--- config.mk ---
export PLATFORM = sky130hd
export DESIGN_NAME = reg_file_wb
export DESIGN_NICKNAME = d
export VERILOG_FILES = /design/src/rtl/reg_file_wb.sv
export SDC_FILE = /design/constraint.sdc
export NUM_CORES = 1
export LEC_CHECK = 0
export BUFFER_PORTS_ARGS = -buffer_cell sky130_fd_sc_hd__buf_2
export CORE_ASPECT_RATIO = 1.1
export CORE_MARGIN = 2
export CORE_UTILIZATION = 60
export CTS_CLUSTER_DIAMETER = 40
export DETAILED_ROUTE_END_ITERATION = 8
export PLACE_DENSITY_LB_ADDON = 0.05
export REMOVE_ABC_BUFFERS = 1
export SLEW_MARGIN = 20
export SYNTH_ARGS = -nofsm -noshare
export SYNTH_HDL_FRONTEND = slang
export SYNTH_SLANG_ARGS = --single-unit
--- constraint.sdc ---
create_clock -name clk -period 6.05 [get_ports clk]
set_input_delay 0.3025 -clock clk [delete_from_list [all_inputs] [get_ports clk]]
set_output_delay 0.3025 -clock clk [all_outputs]
set_load 0.05 [all_outputs]
--- src/rtl/reg_file_wb.sv ---
// Register file with a one-entry write-back latch and read bypass.
// Register 0 is hardwired to zero; reset clears the array and the latch.
module reg_file_wb #(
    parameter int N = 3,
    parameter int W = 16
) (
    input  logic         clk,
    input  logic         rst,
    input  logic         Reg_write,
    input  logic [N-1:0] Reg_write_ad,
    input  logic [W-1:0] Reg_write_data,
    input  logic [N-1:0] rs,
    input  logic [N-1:0] rt,
    output logic [W-1:0] rs_data,
    output logic [W-1:0] rt_data,
    output logic         wb_pending
);

    localparam int DEPTH = 1 << N;

    logic [W-1:0] r_mem [DEPTH];
    logic         r_wb_valid;
    logic [N-1:0] r_wb_addr;
    logic [W-1:0] r_wb_data;

    logic         w_accept;

    // Writes to register 0 never enter the latch, so entry 0 stays zero.
    assign w_accept = Reg_write && (Reg_write_ad != '0);

    always_ff @(posedge clk or posedge rst) begin
        if (rst) begin
            r_wb_valid <= 1'b0;
            r_wb_addr  <= '0;
            r_wb_data  <= '0;
        end else begin
            r_wb_valid <= w_accept;
            r_wb_addr  <= Reg_write_ad;
            r_wb_data  <= Reg_write_data;
        end
    end

    // Commit of the latched write happens on the same edge as the reload.
    always_ff @(posedge clk or posedge rst) begin
        if (rst) begin
            for (int i = 0; i < DEPTH; i++) begin
                r_mem[i] <= '0;
            end
        end else if (r_wb_valid) begin
            r_mem[r_wb_addr] <= r_wb_data;
        end
    end

    function automatic logic [W-1:0] f_read(
        input logic [N-1:0] a,
        input logic         v,
        input logic [N-1:0] la,
        input logic [W-1:0] ld,
        input logic [W-1:0] md
    );
        logic [W-1:0] d;
        d = md;
        if (a == '0) begin
            d = '0;
        end else if (v && (la == a)) begin
            d = ld;
        end
        return d;
    endfunction

    always_comb begin
        rs_data = '0;
        rs_data = f_read(rs, r_wb_valid, r_wb_addr, r_wb_data, r_mem[rs]);
    end

    always_comb begin
        rt_data = '0;
        rt_data = f_read(rt, r_wb_valid, r_wb_addr, r_wb_data, r_mem[rt]);
    end

    assign wb_pending = r_wb_valid;

endmodule

# Word-level counts from Yosys, hierarchy flattened

Cells that the tools add are included.

Input port bits: 28
Output and inout bits: 33
Logic and storage cells: 40
Flip-flop bits (word level): 148

Reductions and logical operators: 7
Order comparisons: 4
Mux-type cells: 13
Bitwise logic cells: 3
Equality and inequality tests: 2

Operators by type and width:

| operator                                                             | count |
|---|---|
| 16-bit two-way mux                                                   | 9 |
| 128-bit bitwise mux                                                  | 1 |
| 16-bit binary-select mux with 3-bit select                           | 2 |
| 16-bit demux with 3-bit select                                       | 1 |
| 4-bit >= comparator, second input constant                           | 3 |
| 3-bit inverter with 4-bit output                                     | 3 |
| 3-bit == test                                                        | 2 |
| 3-bit zero test                                                      | 2 |
| 1-bit logical AND                                                    | 4 |
| 4-bit by 1-bit < comparator with 1-bit output, second input constant | 1 |
| 3-bit nonzero test                                                   | 1 |

# Depth between registers and ports, before layout

Gate-level depths: netlist (run 1).

Word-level depth: 6
Mapped depth: 7
Gate-level depth less buffers: 4

# Worst setup path before layout (run 1)

Ideal clock, no wire load.

Kind: register -> output
Start: reg r_wb_valid (netlist: wb_pending)
End: out rs_data[0]
Required time: 5.747 ns
Stages on the path, launching flop included: 7
Arrival: 2.445 ns
Buffers on the path: 3
Setup slack: 3.302 ns
Cell sequence: dfrtp_1 -> buf_4 -> and4_1 -> buf_6 -> buf_6 -> a211oi_1 -> nor3_1

Longest elaborated chain between the ends: 3

RTL lines:

| what                   | RTL line | text |
|---|---|---|
| from (decl)            | 22       | `logic r_wb_valid;` |
| from (signal assigned) | 37       | `r_wb_valid <= w_accept;` |
| 1-bit logical AND      | 65       | `end else if (v && (la == a)) begin` |
| 16-bit two-way mux     | 65       |  |
| 16-bit two-way mux     | 63       | `if (a == '0) begin` |
| to (decl)              | 14       | `output logic [W-1:0] rs_data,` |

No other way between the ends.

# Worst setup path in the final report (run 1)

Start: reg r_wb_addr[0]
End: out rt_data[12]

Longest elaborated chain between the ends: 4

RTL lines:

| what                   | RTL line | text |
|---|---|---|
| from (decl)            | 23       | `logic [N-1:0] r_wb_addr;` |
| from (signal assigned) | 38       | `r_wb_addr <= Reg_write_ad;` |
| 3-bit == test          | 65       |  |
| 1-bit logical AND      | 65       |  |
| 16-bit two-way mux     | 65       |  |
| 16-bit two-way mux     | 63       |  |
| to (decl)              | 15       | `output logic [W-1:0] rt_data,` |

No other way between the ends.

==> metrics.md, run 1 <==
| Metric | Value |
|---|---|
| Die height | `126 um` |
| Ys Warns | `0` |
| CP required | `5750 ps` |
| IO buf count | `60` |
| Clk Tree Root Cell | `clkbuf_16` |
| Leading cell type in the layout, fill and taps excluded | `dfrtp_1` |
| Clock buffer depth | `2` |
| Post-CTS setup buffer count | `0` |
| Critical path origin | `r_wb_addr[0]` |
| Max FO, Critical Path | `15` |
| Post-layout power | `0.00323 W` |
| Std-Cell Rows | `44` |
| Via count | `5,200` |
| Critical path's top delay family | `simple AND/OR/NAND/NOR gates` |
| Worst-Margin Slew | `1130 ps` |
| Unique cell type count in the Yosys netlist | `33` |
| Slew headroom | `24.7%` |
| First-pass GRT wire length | `31.3 mm` |
| All-Layer GR Usage | `29.6%` |
| Status | `complete, no violations` |
| Fin nets | `656` |
| Max incr delay on CP | `900 ps` |
| Vias per inst | `6.49` |
| Sw Ratio | `31.4%` |
| Synthesized instance count | `586` |
| Combinational Power Share | `27.2%` |
| WHS | `25.7 ps` |
| Cell Chain, Critical Path | `xnor2_1 > and4_1 > a211oi_1 > nor3_1 > buf_2` |
| Clock transition at path regs | `60 ps` |
| Crit-path slowest cell | `and4_1` |
| CP bufs+invs | `1` |
| Starting Density | `61.4%` |
| HP Class | `in -> async` |
| Clk sink count | `148` |
| Setup slack after placement | `3020 ps` |
| Routed length per instance | `24.8 um` |
| TritonCTS clock tree | `done` |
| Final setup fails | `0` |
| PwrDens | `363 mW/mm2` |
| Switch Pwr | `0.00102 W` |
| Die area | `0.0144 mm2` |
| GP Congestion | `0.802` |
| Tcrit/Tclk final | `54.8%` |
| Initial drt markers | `273` |
| WL final | `19.8 mm` |
| Max Cap Viol | `0` |
| Final worst path period need | `3320 ps` |
| GRT overflow | `0` |
| Largest net degree at the start of global routing | `90` |
| CORE AREA | `0.0132 mm2` |
| Leak | `3.85 nW` |
| Top Ports | `61` |
| Int Pwr | `0.00221 W` |
| Crit. path cell count | `5` |
| Sequential power share | `42.5%` |
| Flops & latches, synth | `148` |
| Crit path to | `rt_data[12]` |
| Max IR drop VDD | `0.223 mV` |
| Most frequent cells in the layout | `148 x dfrtp_1, 116 x mux2_2, 62 x mux2i_1` |
| Vias in the first global route | `5,659` |
| Crit Path Category | `reg -> out` |
| Layout cell share with drive strength beyond 1 | `42.7%` |
| Final Hold Vio Count | `0` |
| RSZ-0062 raised after global routing | `no` |
| Critical Path AT | `3020 ps` |
| Reg2reg path depth | `2` |
| Post-DP HPWL | `11.5 mm` |
| Antenna Nets Post-Route | `0` |
| Clk network pwr share | `30.3%` |
| Total CTS buffers | `17` |
| Critical Path Start Type | `flip-flop` |
| Reg2reg end | `r_mem[66]` |
| Drc violations | `0` |
| Max Slew Vio Count | `0` |
| FF-to-FF Start | `r_wb_addr[0]` |
| CP endpoint kind | `primary output` |
| Sum Neg Setup Slack | `0 ps` |
| Initial antenna violation count | `0` |
| Mapped cell area | `0.00808 mm2` |
| Sequential share of the synthesized area | `45.9%` |
| FF-to-FF setup slack | `3860 ps` |
| Syn Area/Cell | `13.8 um2` |
| Fmax | `301 MHz` |
| TritonRoute pass-1 iters | `4` |
| Clk_skew | `8.56 ps` |
| Die X | `115 um` |
| Final worst slack | `2730 ps` |
| Clk_lat worst skew | `420 ps` |
| Syn-to-layout area delta | `10.1%` |
| CTS H-tree lvls | `4` |
| Antenna Cells | `0` |
[state kept, by name (all words and copies together), names as in the netlist]
signal	cells
r_wb_addr	3
r_mem	128
wb_pending	1
r_wb_data	16
[worst min path at each step]
stage,end,slack (ps),start,cells after the start
floorplan,r_wb_addr[0],330,Reg_write_ad[0],0
global placement,r_wb_data[1],410,Reg_write_data[1],1
detailed placement,r_wb_data[3],410,Reg_write_data[3],1
CTS,r_wb_data[12],70,rst,2
global route,wb_pending,110,Reg_write,2
finish,r_wb_data[12],30,rst,2
[power by group through the flow]
stage	Sequential, W	Clock, W	Combinational [W]
3_5_place_dp	0.00138	0	0.000866
4_1_cts	0.00137	0.000994	0.000881
6_report	0.00137	0.000978	0.000877
2_1_floorplan	0.00133	0	0.000687
3_3_place_gp	0.00136	0	0.000847
5_1_grt	0.00140	0.00104	0.000936
[through the flow]
stage / util, % / instance area [um2] / cells
after global placement: 62.0 / 8160 / 751
after floorplan: - / 7600 / 524
after global routing: 67.5 / 8890 / 801
after detailed placement: 62.0 / 8160 / 751
final: 67.5 / 8890 / 801
after CTS: 67.5 / 8890 / 801
[area by class of cell]
class	instances	area, um2
fillers	960	4270
flip-flops and latches	148	3700
well taps	161	201
clock buffers	27	493
inverters	1	8.76
repair buffers	85	536
multi-input cells	375	3900
clock inverters	4	47.5
[what timing repair did]
| item | in CTS | in global routing |
|---|---|---|
| hold endpoints to repair | 19 | 0 |
| hold buffers | 19 | 0 |
| gates resized for setup | 0 | 0 |
[cells by family after synthesis]
logic type | synth area share [%]
XOR/XNOR | 0.651
multiplexers | 35.5
AO/OA/AOI/OAI | 5.81
buffers and inverters | 5.87
AND/OR/NAND/NOR | 6.32
flip-flops | 45.9
[synth_stat cells (all sizes together)]
| cell | instances | area [um2] |
|---|---|---|
| nand2b | 3 | 26.3 |
| nand4b | 3 | 45.0 |
| mux2i | 62 | 621 |
| nor2 | 32 | 123 |
| nand2 | 1 | 3.75 |
| nor3 | 32 | 208 |
| clkbuf | 4 | 15.0 |
| a211oi | 30 | 250 |
| nor3b | 2 | 37.5 |
| or2 | 2 | 12.5 |
| inv | 1 | 3.75 |
| o31a | 1 | 8.76 |
| nand4 | 3 | 37.5 |
| buf | 58 | 455 |
| mux2 | 128 | 1480 |
| a21oi | 2 | 10.0 |
| o22ai | 32 | 200 |
| xnor2 | 6 | 52.6 |
| and4 | 2 | 17.5 |
| mux4 | 34 | 766 |
| dfrtp | 148 | 3700 |
[metal layers]
metal | vias up | global-route usage [%] | routed length (um)
met4 | 0 | 12.5 | 607
met5 | - | 0 | 0
met2 | 163 | 48.4 | 10000
li1 | 2303 | - | -
met3 | 47 | 6.93 | 1100
met1 | 2687 | 38.0 | 8110
Note: power is estimated with default switching activity, not from simulation.
==> inputs of run 2 (changes only) <==
--- a/config.mk
+++ b/config.mk
@@ -8,7 +8,7 @@
 export BUFFER_PORTS_ARGS = -buffer_cell sky130_fd_sc_hd__buf_2
 export CORE_ASPECT_RATIO = 1.1
 export CORE_MARGIN = 2
-export CORE_UTILIZATION = 60
+export CORE_UTILIZATION = 55
 export CTS_CLUSTER_DIAMETER = 40
 export DETAILED_ROUTE_END_ITERATION = 8
 export PLACE_DENSITY_LB_ADDON = 0.05
==> constraint.sdc (replaced) <==
create_clock -name clk -period 2.87 [get_ports clk]
set_input_delay 0.1435 -clock clk [delete_from_list [all_inputs] [get_ports clk]]
set_output_delay 0.1435 -clock clk [all_outputs]
set_load 0.05 [all_outputs]
==> run 2 against run 1 <==
  * Worst setup slack lost 2600 ps
  * Register-to-register slack got worse by 3000 ps
  * Clock skew fell by 3.8 ps
  * Hold slack improved by 200 ps
  * Cell area increased by 4.3%
  * Clock power is 140% higher
  * Via count increased by 4.8%
  * Sequential power up 110%
  * Utilization shrank 3.1 points
  * Largest cell class unchanged
==> metrics.md, run 2 (same netlist as run 1, synthesis figures left out) <==
| Metric | Value |
|---|---|
| Crit Path Category | `reg -> out` |
| Critical Path AT | `2610 ps` |
| Clk_lat worst skew | `430 ps` |
| Leading cell type in the layout, fill and taps excluded | `dfrtp_1` |
| Die height | `131 um` |
| Clk_skew | `4.75 ps` |
| Layout Utilization | `64.4%` |
| Largest net degree at the start of global routing | `122` |
| Tcrit/Tclk final | `96.0%` |
| Routed length per instance | `24.5 um` |
| Critical path origin | `r_wb_addr[1]` |
| Max incr delay on CP | `720 ps` |
| Reg2reg end | `r_mem[95]` |
| Starting Density | `56.1%` |
| TritonCTS clock tree | `done` |
| Layout cell share with drive strength beyond 1 | `45.7%` |
| Clk sink count | `148` |
| All-Layer GR Usage | `28.3%` |
| Vias in the first global route | `5,689` |
| PwrDens | `772 mW/mm2` |
| CP bufs+invs | `2` |
| Die area | `0.0157 mm2` |
| Crit. path cell count | `5` |
| Clock buffer depth | `2` |
| Largest reg by FF count | `r_mem` |
| Final setup fails | `0` |
| Top Ports | `61` |
| First-pass GRT wire length | `32.6 mm` |
| FF-to-FF Start | `wb_pending` |
| PostCTS Resize Cnt | `0` |
| Final Hold Vio Count | `0` |
| Top flop regs | `r_mem (128), r_wb_data (16), r_wb_addr (3)` |
| Fmax | `363 MHz` |
| Leak | `4.04 nW` |
| GRT overflow | `0` |
| Die X | `120 um` |
| Total CTS buffers | `17` |
| Crit-path slowest cell | `dfrtp_1` |
| CP required | `2730 ps` |
| CORE AREA | `0.0144 mm2` |
| Status | `complete, no violations` |
| Drc violations | `0` |
| Max IR drop VDD | `0.435 mV` |
| TritonRoute pass-1 iters | `5` |
| Final worst path period need | `2760 ps` |
| Worst-Margin Slew | `1090 ps` |
| Vias per inst | `6.33` |
| Clock transition at path regs | `60 ps` |
| Most frequent cells in the layout | `148 x dfrtp_1, 116 x mux2_2, 62 x mux2i_1` |
| Post-layout power | `0.00716 W` |
| Via count | `5,447` |
| Critical path's top delay family | `flip-flops` |
| Antenna Cells | `0` |
| RSZ-0062 raised after global routing | `no` |
| Max Slew Vio Count | `0` |
| HP Class | `in -> async` |
| Reg2reg path depth | `4` |
| IO buf count | `60` |
| Slew headroom | `27.4%` |
| Max FO, Critical Path | `10` |
| Std-Cell Rows | `46` |
| Syn-to-layout area delta | `14.8%` |
| Crit path to | `rt_data[14]` |
| CP endpoint kind | `primary output` |
| WL final | `21.1 mm` |
| Clk Tree Root Cell | `clkbuf_16` |
| Fin nets | `684` |
| Critical Path Start Type | `flip-flop` |
| Initial drt markers | `450` |
| Max Cap Viol | `0` |
| Post-DP HPWL | `13.5 mm` |
| CTS H-tree lvls | `4` |
| Sum Neg Setup Slack | `0 ps` |
| FF-to-FF setup slack | `840 ps` |
| Cell Chain, Critical Path | `xnor2_1 > nand4_2 > buf_4 > a21oi_1 > buf_2` |
| Max reg flops | `128` |
| GP Congestion | `0.764` |
| Initial antenna violation count | `0` |
| Antenna Nets Post-Route | `0` |
==> run 2: cell count changes in the layout (fill, tap and decap cells not counted), sizes merged <==
cell | before | now
clkbuf | 27 | 22
buf | 66 | 92
dlygate4sd3 | 19 | 21
bufinv | 1 | 4
clkinvlp | 1 | 2
clkinv | 2 | 3
==> run 2: worst min path at each step <==
stage	slack (ps)	endpoint	depth (start not counted)	start
6_report	220	r_wb_data[12]	3	rst
5_1_grt	240	r_wb_data[12]	3	rst
4_1_cts	210	r_wb_data[12]	3	rst
3_5_place_dp	120	r_wb_data[12]	2	rst
3_3_place_gp	120	r_wb_data[12]	2	rst
2_1_floorplan	170	r_wb_addr[0]	0	Reg_write_ad[0]
==> run 2: routing by layer <==
metal  global-route usage [%]  routed length, um  vias to the layer above
li1                         -                  -                     2357
met1                     35.4               8750                     2831
met2                     48.8              10500                      210
met3                     6.62               1240                       49
met4                     10.4                582                        0
met5                        0                  0                        -
==> run 2: stage by stage <==
stage | hold WS, ps | instance area, um2 | cells | setup WS, ps
after global placement | 116 | 8430 | 808 | 666
after floorplan | 175 | 7600 | 524 | -1250
after detailed placement | 121 | 8430 | 808 | 572
after global routing | 245 | 9270 | 860 | 16.8
final | 221 | 9270 | 860 | 114
after CTS | 214 | 9270 | 860 | 99.6
==> run 2: worst register-to-register path, delay by kind of cell (launching register included) <==
family	cells	cell delay [ps]
DFF	1	660
and+or+nand+nor	2	490
muxes	1	390
buffers and inverters	1	380
==> run 2: area by class of cell <==
cell class              count  area, um2
fillers                  1113       5120
multi-input cells         375       3900
flip-flops and latches    148       3700
repair buffers            113        788
clock buffers              22        484
well taps                 192        240
clock inverters             9        150
inverters                   1       8.76
==> run 2: repair_timing <==
action | CTS | global route
hold endpoints to repair | 47 | 0
buffers inserted | 0 | 0
hold buffers | 21 | 0
endpoints found under the setup margin | 0 | 0
==> run 2: power breakdown <==
part | switching (W) | internal (W)
clock | 0.000852 | 0.00154
combinational | 0.000970 | 0.000904
sequential | 0.000366 | 0.00253
==> inputs of run 3 (changes only) <==
--- a/config.mk
+++ b/config.mk
@@ -12,7 +12,6 @@
 export CTS_CLUSTER_DIAMETER = 40
 export DETAILED_ROUTE_END_ITERATION = 8
 export PLACE_DENSITY_LB_ADDON = 0.05
-export REMOVE_ABC_BUFFERS = 1
 export SLEW_MARGIN = 20
 export SYNTH_ARGS = -nofsm -noshare
 export SYNTH_HDL_FRONTEND = slang
==> run 3 against run 2 <==
  * Utilization up 0.17 points
  * Non-clock buffer count decreased by 2
  * Critical path type unchanged
  * Critical endpoint is now rs_data[5]
  * Total power is essentially flat
  * Sequential share of layout area fell by 0.081 points
  * Clock power about the same
  * Sequential cell count unchanged
  * Sequential power about the same
  * Hold slack better by 130 ps
  * Cell count fell by 0.12%
  * Cell area increased by 0.27%
  * Die area is the same
==> metrics.md, run 3 (same netlist as run 1, synthesis figures left out) <==
| Metric | Value |
|---|---|
| Status | `complete, no violations` |
| Combinational Power Share | `26.3%` |
| WL final | `20.7 mm` |
| Most frequent cells in the layout | `146 x dfrtp_1, 116 x mux2_2, 62 x mux2i_1` |
| Switch Pwr | `0.00222 W` |
| Multi-input gate area | `0.00390 mm2` |
| Reg2reg path depth | `4` |
| Fin nets | `682` |
| Antenna Nets Post-Route | `0` |
| Antenna Cells | `0` |
| Critical Path Start Type | `flip-flop` |
| Slew headroom | `31.3%` |
| CP required | `2730 ps` |
| Layout cell share with drive strength beyond 1 | `45.9%` |
| Clk_lat worst skew | `420 ps` |
| First-pass GRT wire length | `32.3 mm` |
| Reg2reg end | `r_mem[92]` |
| GRT overflow | `0` |
| Met3 wire len | `1.07 mm` |
| Syn-to-layout area delta | `15.1%` |
| IO buf count | `60` |
| Clock transition at path regs | `60 ps` |
| RSZ-0062 raised after global routing | `no` |
| Crit Path Category | `reg -> out` |
| PwrDens | `770 mW/mm2` |
| All-Layer GR Usage | `27.9%` |
| M1 WL | `9.10 mm` |
| Drc violations | `0` |
| Sequential power share | `40.4%` |
| Syn Nets | `614` |
| TritonCTS clock tree | `done` |
| FF-to-FF setup slack | `820 ps` |
| Top Ports | `61` |
| HP Class | `in -> async` |
| FF-to-FF Start | `wb_pending` |
| Clk_skew | `5.19 ps` |
| Post-CTS setup buffer count | `0` |
| GP Congestion | `0.806` |
| CORE AREA | `0.0144 mm2` |
| Critical Path AT | `2480 ps` |
| Clock buffer depth | `2` |
| Die height | `131 um` |
| Routed length per instance | `24.1 um` |
| Clk network pwr share | `33.3%` |
| Worst-Margin Slew | `1030 ps` |
| Max FO, Critical Path | `13` |
| Max IR drop VDD | `0.459 mV` |
| Sum Neg Setup Slack | `0 ps` |
| Routed length on met2 | `9.94 mm` |
| Top flop regs | `r_mem (128), r_wb_data (16), r_wb_addr (3)` |
| Leak | `4.03 nW` |
| Largest reg by FF count | `r_mem` |
| WHS | `354 ps` |
| Via count | `5,393` |
| Max Slew Vio Count | `0` |
| Std-Cell Rows | `46` |
| Total CTS buffers | `17` |
| Largest net degree at the start of global routing | `55` |
| Fmax | `381 MHz` |
| Max reg flops | `128` |
| Final worst path period need | `2620 ps` |
| Clk Tree Root Cell | `clkbuf_16` |
| Sw Ratio | `31.0%` |
| Final setup fails | `0` |
| Initial drt markers | `359` |
| Starting Density | `56.1%` |
| CTS H-tree lvls | `4` |
| Area taken by flip-flops and latches | `0.00371 mm2` |
| Initial antenna violation count | `0` |
| Vias in the first global route | `5,547` |
| Top Layer Used | `met4` |
| Fillcell total | `1,134` |
| Int Pwr | `0.00494 W` |
| CP endpoint kind | `primary output` |
| Final Hold Vio Count | `0` |
| Leading cell type in the layout, fill and taps excluded | `dfrtp_1` |
| Clk sink count | `148` |
| Post-DP HPWL | `12.9 mm` |
| TritonRoute pass-1 iters | `7` |
| Die X | `120 um` |
| Vias per inst | `6.28` |
| Max Cap Viol | `0` |
| Tcrit/Tclk final | `91.5%` |
| Die area | `0.0157 mm2` |
-- run 3: cell count changes in the layout (fill, tap and decap cells not counted) --
| cell | change |
|---|---|
| clkinv_2 | -1 |
| dfrtp_2 | +2 |
| clkbuf_8 | -2 |
| clkinvlp_4 | +2 |
| buf_12 | +3 |
| dfrtp_1 | -2 |
| inv_6 | -1 |
| buf_4 | -5 |
| clkinv_4 | +3 |
-- run 3: power by group through the flow --
stage	Sequential, W	Combinational, W	Clock, W
global placement	0.00288	0.00183	0
finish	0.00289	0.00189	0.00238
floorplan	0.00278	0.00157	0
global route	0.00295	0.00200	0.00252
detailed placement	0.00291	0.00186	0
CTS	0.00288	0.00189	0.00241
-- run 3: stage by stage --
step / instance area (um2) / utilization [%] / setup slack, ps / power [W] / std cells
final: 9300 / 64.6 / 245 / 0.00716 / 859
after global routing: 9300 / 64.6 / 129 / 0.00747 / 859
after CTS: 9300 / 64.6 / 105 / 0.00718 / 859
after detailed placement: 8450 / 58.7 / 566 / 0.00478 / 806
after global placement: 8450 / 58.7 / 612 / 0.00471 / 806
after floorplan: 8080 / - / 281 / 0.00435 / 586
-- run 3: cell type report --
cell class | count | share of cell area, %
Multi-Input combinational cell | 375 | 41.9
Sequential cell | 148 | 39.9
Timing Repair Buffer | 111 | 8.72
Clock buffer | 20 | 4.91
Tap cell | 192 | 2.58
Clock inverter | 12 | 1.92
Inverter | 1 | 0.0807
-- run 3: how the worst max path moves through the flow --
stage,start,endpoint,slack (ps),depth (start not counted)
floorplan,wb_pending,rs_data[0],280,6
global placement,r_wb_addr[1],rs_data[12],610,6
detailed placement,r_wb_addr[1],rs_data[12],570,6
CTS,r_wb_addr[1],rs_data[12],100,6
global route,r_wb_addr[1],rs_data[7],130,5
finish,r_wb_addr[1],rs_data[5],250,6
-- run 3: per-layer routing --
metal  GRT usage [%]  up-vias
met4            10.9        0
li1                -     2359
met1            37.9     2795
met5               0        -
met2            44.8      193
met3            5.54       46
-- run 3: repair_timing --
item                       4_1_cts  5_1_grt
gates resized for setup          0        2
hold buffers                    21        0
hold endpoints to repair        45        0
setup endpoints to repair        0        1
-- run 3: critical path: stages, from the launching register on --
cell and delay (ps):
dfrtp_2 520, xnor2_1 260, nand4_2 480, buf_4 350
nor2_1 160, nor3_1 70, buf_2 220
